--- src/rtl/mem_arbiter.sv ---
`default_nettype none
// ============================================================================
// mem_arbiter
// Shares one single-ported memory between the core and the loader/debug port,
// one transaction at a time. Define ARB_ROUND_ROBIN_EN for round-robin ties;
// otherwise the loader has fixed priority.
// Revision: 1.0
// ============================================================================
module mem_arbiter #(
    parameter int ADDR_W      = 32,
    parameter int DATA_W      = 32,
    parameter int MEM_LATENCY = 1
) (
    input  logic              clk,
    input  logic              rst,
    input  logic              c_req,
    input  logic              c_we,
    input  logic [ADDR_W-1:0] c_addr,
    input  logic [DATA_W-1:0] c_wdata,
    output logic              c_gnt,
    output logic              c_done,
    output logic [DATA_W-1:0] c_rdata,
    input  logic              l_req,
    input  logic              l_we,
    input  logic [ADDR_W-1:0] l_addr,
    input  logic [DATA_W-1:0] l_wdata,
    output logic              l_gnt,
    output logic              l_done,
    output logic [DATA_W-1:0] l_rdata,
    output logic              mem_en,
    output logic              mem_we,
    output logic [ADDR_W-1:0] mem_addr,
    output logic [DATA_W-1:0] mem_wdata,
    input  logic [DATA_W-1:0] mem_rdata,
    output logic              busy,
    output logic              owner
);

    localparam int CNT_W = 4;

    typedef enum logic [1:0] {
        S_IDLE   = 2'd0,
        S_ACCESS = 2'd1,
        S_WAIT   = 2'd2,
        S_DONE   = 2'd3
    } state_t;

    state_t            r_state;
    state_t            w_state_next;
    logic              r_owner;
    logic              r_we;
    logic [ADDR_W-1:0] r_addr;
    logic [DATA_W-1:0] r_wdata;
    logic [DATA_W-1:0] r_c_rdata;
    logic [DATA_W-1:0] r_l_rdata;
    logic [CNT_W-1:0]  r_cnt;
    logic              w_any_req;
    logic              w_pick_loader;
    logic              w_last_wait;

    assign w_any_req   = c_req | l_req;
    assign w_last_wait = (r_state == S_WAIT) && (r_cnt == '0);

`ifdef ARB_ROUND_ROBIN_EN
    logic r_last_loader;

    // On a tie, the requester that was not served last wins.
    assign w_pick_loader = l_req & (~c_req | ~r_last_loader);

    always_ff @(posedge clk) begin
        if (rst) begin
            r_last_loader <= 1'b1;
        end else if (w_last_wait) begin
            r_last_loader <= r_owner;
        end
    end
`else
    assign w_pick_loader = l_req;
`endif

    always_ff @(posedge clk) begin
        if (rst) begin
            r_state <= S_IDLE;
        end else begin
            r_state <= w_state_next;
        end
    end

    always_comb begin
        w_state_next = r_state;
        case (r_state)
            S_IDLE:   if (w_any_req) w_state_next = S_ACCESS;
            S_ACCESS: w_state_next = S_WAIT;
            S_WAIT:   if (r_cnt == '0) w_state_next = S_DONE;
            S_DONE:   w_state_next = S_IDLE;
            default:  w_state_next = S_IDLE;
        endcase
    end

    always_ff @(posedge clk) begin
        if (rst) begin
            r_owner   <= 1'b0;
            r_we      <= 1'b0;
            r_addr    <= '0;
            r_wdata   <= '0;
            r_c_rdata <= '0;
            r_l_rdata <= '0;
            r_cnt     <= '0;
        end else begin
            case (r_state)
                S_IDLE: begin
                    if (w_any_req) begin
                        r_owner <= w_pick_loader;
                        r_we    <= w_pick_loader ? l_we    : c_we;
                        r_addr  <= w_pick_loader ? l_addr  : c_addr;
                        r_wdata <= w_pick_loader ? l_wdata : c_wdata;
                    end
                end
                S_ACCESS: r_cnt <= CNT_W'(MEM_LATENCY - 1);
                S_WAIT: begin
                    if (r_cnt == '0) begin
                        // Writes leave the requester's read data untouched.
                        if (!r_we) begin
                            if (r_owner) begin
                                r_l_rdata <= mem_rdata;
                            end else begin
                                r_c_rdata <= mem_rdata;
                            end
                        end
                    end else begin
                        r_cnt <= r_cnt - 1'b1;
                    end
                end
                default: ;
            endcase
        end
    end

    assign busy      = (r_state != S_IDLE);
    assign c_gnt     = busy & ~r_owner;
    assign l_gnt     = busy & r_owner;
    assign c_done    = (r_state == S_DONE) & ~r_owner;
    assign l_done    = (r_state == S_DONE) & r_owner;
    assign mem_en    = (r_state == S_ACCESS);
    assign mem_we    = r_we;
    assign mem_addr  = r_addr;
    assign mem_wdata = r_wdata;
    assign c_rdata   = r_c_rdata;
    assign l_rdata   = r_l_rdata;
    assign owner     = r_owner;

endmodule
`default_nettype wire

--- config.mk ---
export PLATFORM = sky130hd
export DESIGN_NAME = mem_arbiter
export DESIGN_NICKNAME = d
export VERILOG_FILES = /design/src/rtl/mem_arbiter.sv
export SDC_FILE = /design/constraint.sdc
export NUM_CORES = 1
export LEC_CHECK = 0
export BUFFER_PORTS_ARGS = -buffer_cell sky130_fd_sc_hd__buf_2
export CORE_MARGIN = 5
export CORE_UTILIZATION = 45
export DETAILED_ROUTE_END_ITERATION = 7
export PLACE_DENSITY_LB_ADDON = 0.2
export REMOVE_ABC_BUFFERS = 1
export SLEW_MARGIN = 30
export SYNTH_ARGS = -nofsm -noshare
export SYNTH_HDL_FRONTEND = slang
export SYNTH_SLANG_ARGS = --single-unit
--- constraint.sdc ---
create_clock -name clk -period 3.3 [get_ports clk]
set_input_delay 0.165 -clock clk [delete_from_list [all_inputs] [get_ports clk]]
set_output_delay 0.165 -clock clk [all_outputs]
set_load 0.05 [all_outputs]
==> metrics, run 1 <==
Cell Pwr Density 937 nW/um2; R2R Setup Slk 1.01 ns; 1st-pass router iterations 4; CTS Buf Count 17; Remaining Overflow, GRT 0; clock latency on the worst-skew pair 0.42 ns; Net count, final 1,037; non-filler instance count after layout 1,055; Post-Synthesis Cells 588; CTS Buffer Depth 2; DRT iter0 DRCs 192; Core Box Area 13,100 um2; Layout Utilization 0.616; Routed WL 15,900 um; gr usage total 0.200; area growth from synthesis to layout 35.6%; post-cts resize count 0; WL/cell 15.1 um; Final setup viols 0; Syn. warnings 0; Seq/Total Area, Yosys 0.456; CTS root buffer clkbuf_16; Rel. slew slack 0.436; combinational share of power 0.438; Main synth FF type dfxtp_1; worst-path cell chain inv_1 -> ha_1 -> and3b_4 -> nand3_2 -> buf_4 -> mux2i_1; clock transition at the registers of the reported paths 0.06 ns; via count 5,091; clock skew 0.00713 ns; max-cap violation count 0; Final min period 2.29 ns; Seq pwr share 0.300; kind of cell adding the most delay to the critical path simple AND/OR/NAND/NOR gates; startpoint types flop; CTS tree done; number of port buffers 301; Post-synth EDFFs 0; fmax 437 MHz; RSZ-0062 raised after global routing no; H-tree levels 4; DR vias/cell 4.83; worst r2r src r_state[0]$_SDFFE_PP0P_; clk sinks 136; Initial Utilization 0.455; WL met1 6570 um; Worst-Margin Slew 0.846 ns; met3 WL post-DR 1070 um; final hold viol count 0; #FFs+latches synth 136; ys async rst share 0; Sw Pwr 3.41 mW; die height 125 um; Setup crit end l_rdata[12]$_SDFFE_PP0P_; WP buf/inv 2; largest net degree at the start of global routing 119; layout cells sized above 1 0.392; slowest CP cell nand3_2; DR WL met2 7740 um; top sig layer met4; Hold Crit Class input port to flop; drt drc 0; CP Max Fanout 23; vias in the first global route 5,230; dpl cells 1,023; sw frac 0.449; Antenna Cells 0; clock power share 0.263; IO Count 302; syn_area_per_cell 10.2 um2; Cell Area, Synth 5970 um2; total design power 7.59 mW; Yosys cell types 32; Final period util 0.693; TNS Setup 0 ns; HPWL Detailed 12,200 um; CP Depth 6; GPL Wtd Cong 0.799; Critical Path RT 3.60 ns; standard-cell row count 42; remaining antenna violation count 0; Post-CTS Setup Bufs 0; FF-to-FF End l_rdata[12]$_SDFFE_PP0P_; die area 15,700 um2; Max VDD drop 527 uV; crit path from r_state[0]$_SDFFE_PP0P_; crit end category flop; CP max stage delay 0.59 ns; CP Class flop to flop; Internal 4.18 mW; Leak 4.08 nW; hold buffers post-CTS 0; status completed; Crit path arrival time 2.58 ns; first-pass GRT wire length 25,700 um; worst r2r path cells 6; chip width 125 um; initial antenna violation count 0; Slew Viols, Final 0
stage by stage:
stage	worst slack, ns	instance area (um2)	hold slack [ns]
2_1_floorplan	0.0151	5660	0.234
3_3_place_gp	1.06	7470	0.450
3_5_place_dp	1.02	7470	0.461
4_1_cts	0.961	8100	0.0232
5_1_grt	0.800	8100	0.0440
6_report	1.01	8100	0.0418
state kept, by name, summed over array words and instances (netlist names):
signal	flops
c_rdata	32
l_rdata	32
owner	1
r_state	2
mem_addr	32
mem_wdata	32
r_cnt	4
mem_we	1
cell usage in the layout (no fill, tap or decap), types with 2 or more instances in the layout:
cell type and instances:
buf_2 299, dfxtp_1 136, mux2i_1 130, nand2b_1 98
nor2_1 73, a211oi_1 67, clkbuf_16 17, buf_4 9
inv_1 5, ha_1 5, bufinv_16 4, nor2b_1 3
a21oi_1 3, clkinv_4 3, clkinv_2 3, clkinvlp_4 3
nand2_1 2, o21ai_0 2, inv_6 2
synth_stat cells, types with 2 or more instances:
master | number | share of area
a21oi_1 | 3 | 0.0025
buf_2 | 17 | 0.014
nand2b_1 | 98 | 0.10
buf_12 | 3 | 0.010
buf_4 | 13 | 0.016
ha_1 | 5 | 0.010
nor2b_1 | 3 | 0.0031
a211oi_1 | 67 | 0.084
inv_1 | 5 | 0.0031
nor2_1 | 73 | 0.046
nand2_1 | 2 | 0.0013
dfxtp_1 | 136 | 0.46
mux2i_1 | 130 | 0.22
o21ai_0 | 2 | 0.0017
clkbuf_1 | 14 | 0.0088
power by group through the flow:
stage / Clock (mW) / Combinational (mW) / Sequential, mW
after global routing: 2.12 / 3.54 / 2.33
after CTS: 2.03 / 3.35 / 2.27
after floorplan: 0 / 1.15 / 3.67
after detailed placement: 0 / 3.35 / 2.30
after global placement: 0 / 3.30 / 2.28
final: 2.00 / 3.32 / 2.27
worst register-to-register path, cell delays in order (launching register included):
cell	delay, ns
dfxtp_1	0.33
inv_1	0.10
ha_1	0.33
and3b_4	0.26
nand3_2	0.59
buf_4	0.43
mux2i_1	0.13
final cells by class:
class                   count  area (um2)
inverters                   5        18.8
multi-input cells         397        2920
clock buffers              17         425
clock inverters            15         201
well taps                 176         220
flip-flops and latches    136        2720
repair buffers            309        1580
fillers                  1129        5040
how the worst min path moves through the flow:
stage / depth (start not counted) / endpoint / slack [ns] / startpoint
2_1_floorplan: 1 / r_cnt[2]$_SDFFE_PP0P_ / 0.23 / rst
3_3_place_gp: 3 / l_rdata[3]$_SDFFE_PP0P_ / 0.45 / mem_rdata[3]
3_5_place_dp: 2 / c_rdata[19]$_SDFFE_PP0P_ / 0.46 / c_rdata[19]$_SDFFE_PP0P_
4_1_cts: 3 / l_rdata[29]$_SDFFE_PP0P_ / 0.02 / mem_rdata[29]
5_1_grt: 3 / c_rdata[1]$_SDFFE_PP0P_ / 0.04 / mem_rdata[1]
6_report: 3 / l_rdata[29]$_SDFFE_PP0P_ / 0.04 / mem_rdata[29]
cell families after synthesis:
kind of cell / after synthesis / share of synthesized area
compound gates: 78 / 0.0962
fa+ha+maj: 5 / 0.0105
buf+inv: 55 / 0.0559
flops: 136 / 0.456
mux: 130 / 0.218
simple gates: 184 / 0.164
metal layers:
metal | vias to the layer above | track usage
met2 | 198 | 0.338
met1 | 2250 | 0.233
met5 | - | 0
li1 | 2607 | -
met3 | 36 | 0.0601
met4 | 0 | 0.0950
No activity file was read; power rests on OpenSTA's default activity.
==> inputs of run 2 (changes only) <==
==> constraint.sdc (replaced) <==
create_clock -name clk -period 2.4 [get_ports clk]
set_input_delay 0.12 -clock clk [delete_from_list [all_inputs] [get_ports clk]]
set_output_delay 0.12 -clock clk [all_outputs]
set_load 0.05 [all_outputs]
==> metrics, run 2 (synthesized netlist as in run 1, its figures left out) <==
status completed; Seq pwr share 0.303 (+0.003); drt drc 0 (unchanged); IO Count 302 (unchanged); DRT iter0 DRCs 216 (+13%); most common cell after layout, fill and taps aside buf_2; Core Box Area 13,100 um2 (unchanged); via count 5,185 (+1.8%); Initial Utilization 0.455 (unchanged); H-tree levels 4 (unchanged); Rel. slew slack 0.625 (+0.189); CTS tree done; fmax 536 MHz (+23%); Final WS setup 0.535 ns (-0.478 ns); chip width 125 um (unchanged); Remaining Overflow, GRT 0 (unchanged); clock skew 0.0120 ns (+0.00490 ns); Internal 5.71 mW (+37%); standard-cell row count 42 (unchanged); crit end category flop; fillers 1,079 (-4.4%); startpoint types flop; DR vias/cell 4.84 (+0.23%); clk sinks 136 (unchanged); remaining antenna violation count 0 (unchanged); Cell Pwr Density 1250 nW/um2 (+33%); Layout Utilization 0.632 (+0.0160); Final setup viols 0 (unchanged); number of port buffers 301 (unchanged); 1st-pass router iterations 4 (unchanged); first-pass GRT wire length 25,700 um (about the same); post-cts resize count 0 (unchanged); Antenna Cells 0 (unchanged); largest net degree at the start of global routing 77 (-35%); CP Max Fanout 53 (+130%); Slew Viols, Final 0 (unchanged); RSZ-0062 raised after global routing no; clock transition at the registers of the reported paths 0.06 ns (about the same); area growth from synthesis to layout 39.1%; combinational share of power 0.448 (+0.010); sw frac 0.450 (about the same); GPL Wtd Cong 0.821 (+2.8%); clock latency on the worst-skew pair 0.41 ns (about the same); pre-CTS WS 0.576 ns (-0.440 ns); layout cells sized above 1 0.386 (-0.00633); CTS Buf Count 17 (unchanged); worst hold margin 0.0121 ns (-0.0297 ns); Post-CTS Setup Bufs 0 (unchanged); Final min period 1.86 ns (-0.422 ns); Sw Pwr 4.66 mW (+37%); Hold Crit Class input port to flop; WL/cell 15.0 um (-0.64%); Crit path arrival time 2.17 ns (-0.41 ns); final hold viol count 0 (unchanged); HPWL Detailed 12,300 um (+0.70%); Leak 4.17 nW (+2.2%); Routed WL 16,100 um (+0.96%); most frequent cells in the layout buf_2 (299), dfxtp_1 (136), mux2i_1 (130); clock power share 0.249 (-0.014); die height 125 um (unchanged); CTS Buffer Depth 2 (unchanged); CP Class flop to flop; Worst-Margin Slew 0.562 ns (-0.283 ns); vias in the first global route 5,272 (+0.80%); CTS root buffer clkbuf_16; gr usage total 0.200 (about the same); Net count, final 1,055 (+1.7%); Max VDD drop 891 uV (+69%); die area 15,700 um2 (unchanged); initial antenna violation count 0 (unchanged); Final period util 0.777 (+0.0840); total design power 10.4 mW (+37%); max-cap violation count 0 (unchanged); Critical Path RT 2.70 ns (-0.90 ns)
==> run 2: changes by cell type in the layout (fill, tap and decap cells not counted), sizes merged <==
cell         delta
clkbuf          +4
bufinv          -2
clkinv          -2
dlygate4sd3    +16
buf             +2
inv             -1
==> run 2: cell type report <==
type | instances | area [um2] | share of cell area
tap | 176 | 220 | 0.0265
sequential | 136 | 2720 | 0.328
multi-input combinational | 397 | 2920 | 0.352
clock inverter | 10 | 119 | 0.0143
timing repair buffer | 327 | 1820 | 0.219
inverter | 5 | 18.8 | 0.00226
clock buffer | 21 | 480 | 0.0578
==> run 2: timing repair <==
item,CTS,global route
hold buffers,16,0
hold endpoints to repair,22,0
endpoints found under the setup margin,0,0
==> run 2: final timing paths <==
path | from | to | slack, ns | cells past startpoint
hold / removal | mem_rdata[26] | l_rdata[26]$_SDFFE_PP0P_ | 0.01 | 3
setup / recovery | r_state[0]$_SDFFE_PP0P_ | mem_wdata[15]$_SDFFE_PP0P_ | 0.54 | 6
hold reg to reg | c_rdata[4]$_SDFFE_PP0P_ | c_rdata[4]$_SDFFE_PP0P_ | 0.47 | 2
setup reg to reg | r_state[0]$_SDFFE_PP0P_ | mem_wdata[15]$_SDFFE_PP0P_ | 0.54 | 6
==> run 2: per-layer routing <==
metal	track usage	wire length, um	up-vias
li1	-	-	2637
met1	0.232	6690	2321
met2	0.349	7940	197
met3	0.0550	1020	30
met4	0.0829	429	0
met5	0	0	-
==> run 2: worst max-delay path, cell delays in order, from the launching register on <==
cell      delay [ns]
dfxtp_1         0.33
inv_1           0.11
ha_1            0.33
o21a_4          0.39
buf_12          0.27
nor2_1          0.06
a211oi_1        0.26
==> run 2: power by group through the flow <==
stage               logic (mW)  clock network (mW)  registers (mW)
floorplan                 1.55                   0            4.99
CTS                       4.69                2.64            3.14
detailed placement        4.67                   0            3.17
global route              4.93                2.75            3.20
global placement          4.58                   0            3.16
finish                    4.65                2.59            3.14
==> run 2: stage by stage <==
stage / area, um2 / std cells / setup TNS, ns
after floorplan: 5660 / 538 / -57.52
after global placement: 7550 / 1025 / 0
after detailed placement: 7550 / 1025 / 0
after CTS: 8310 / 1072 / 0
after global routing: 8310 / 1072 / 0
final: 8310 / 1072 / 0
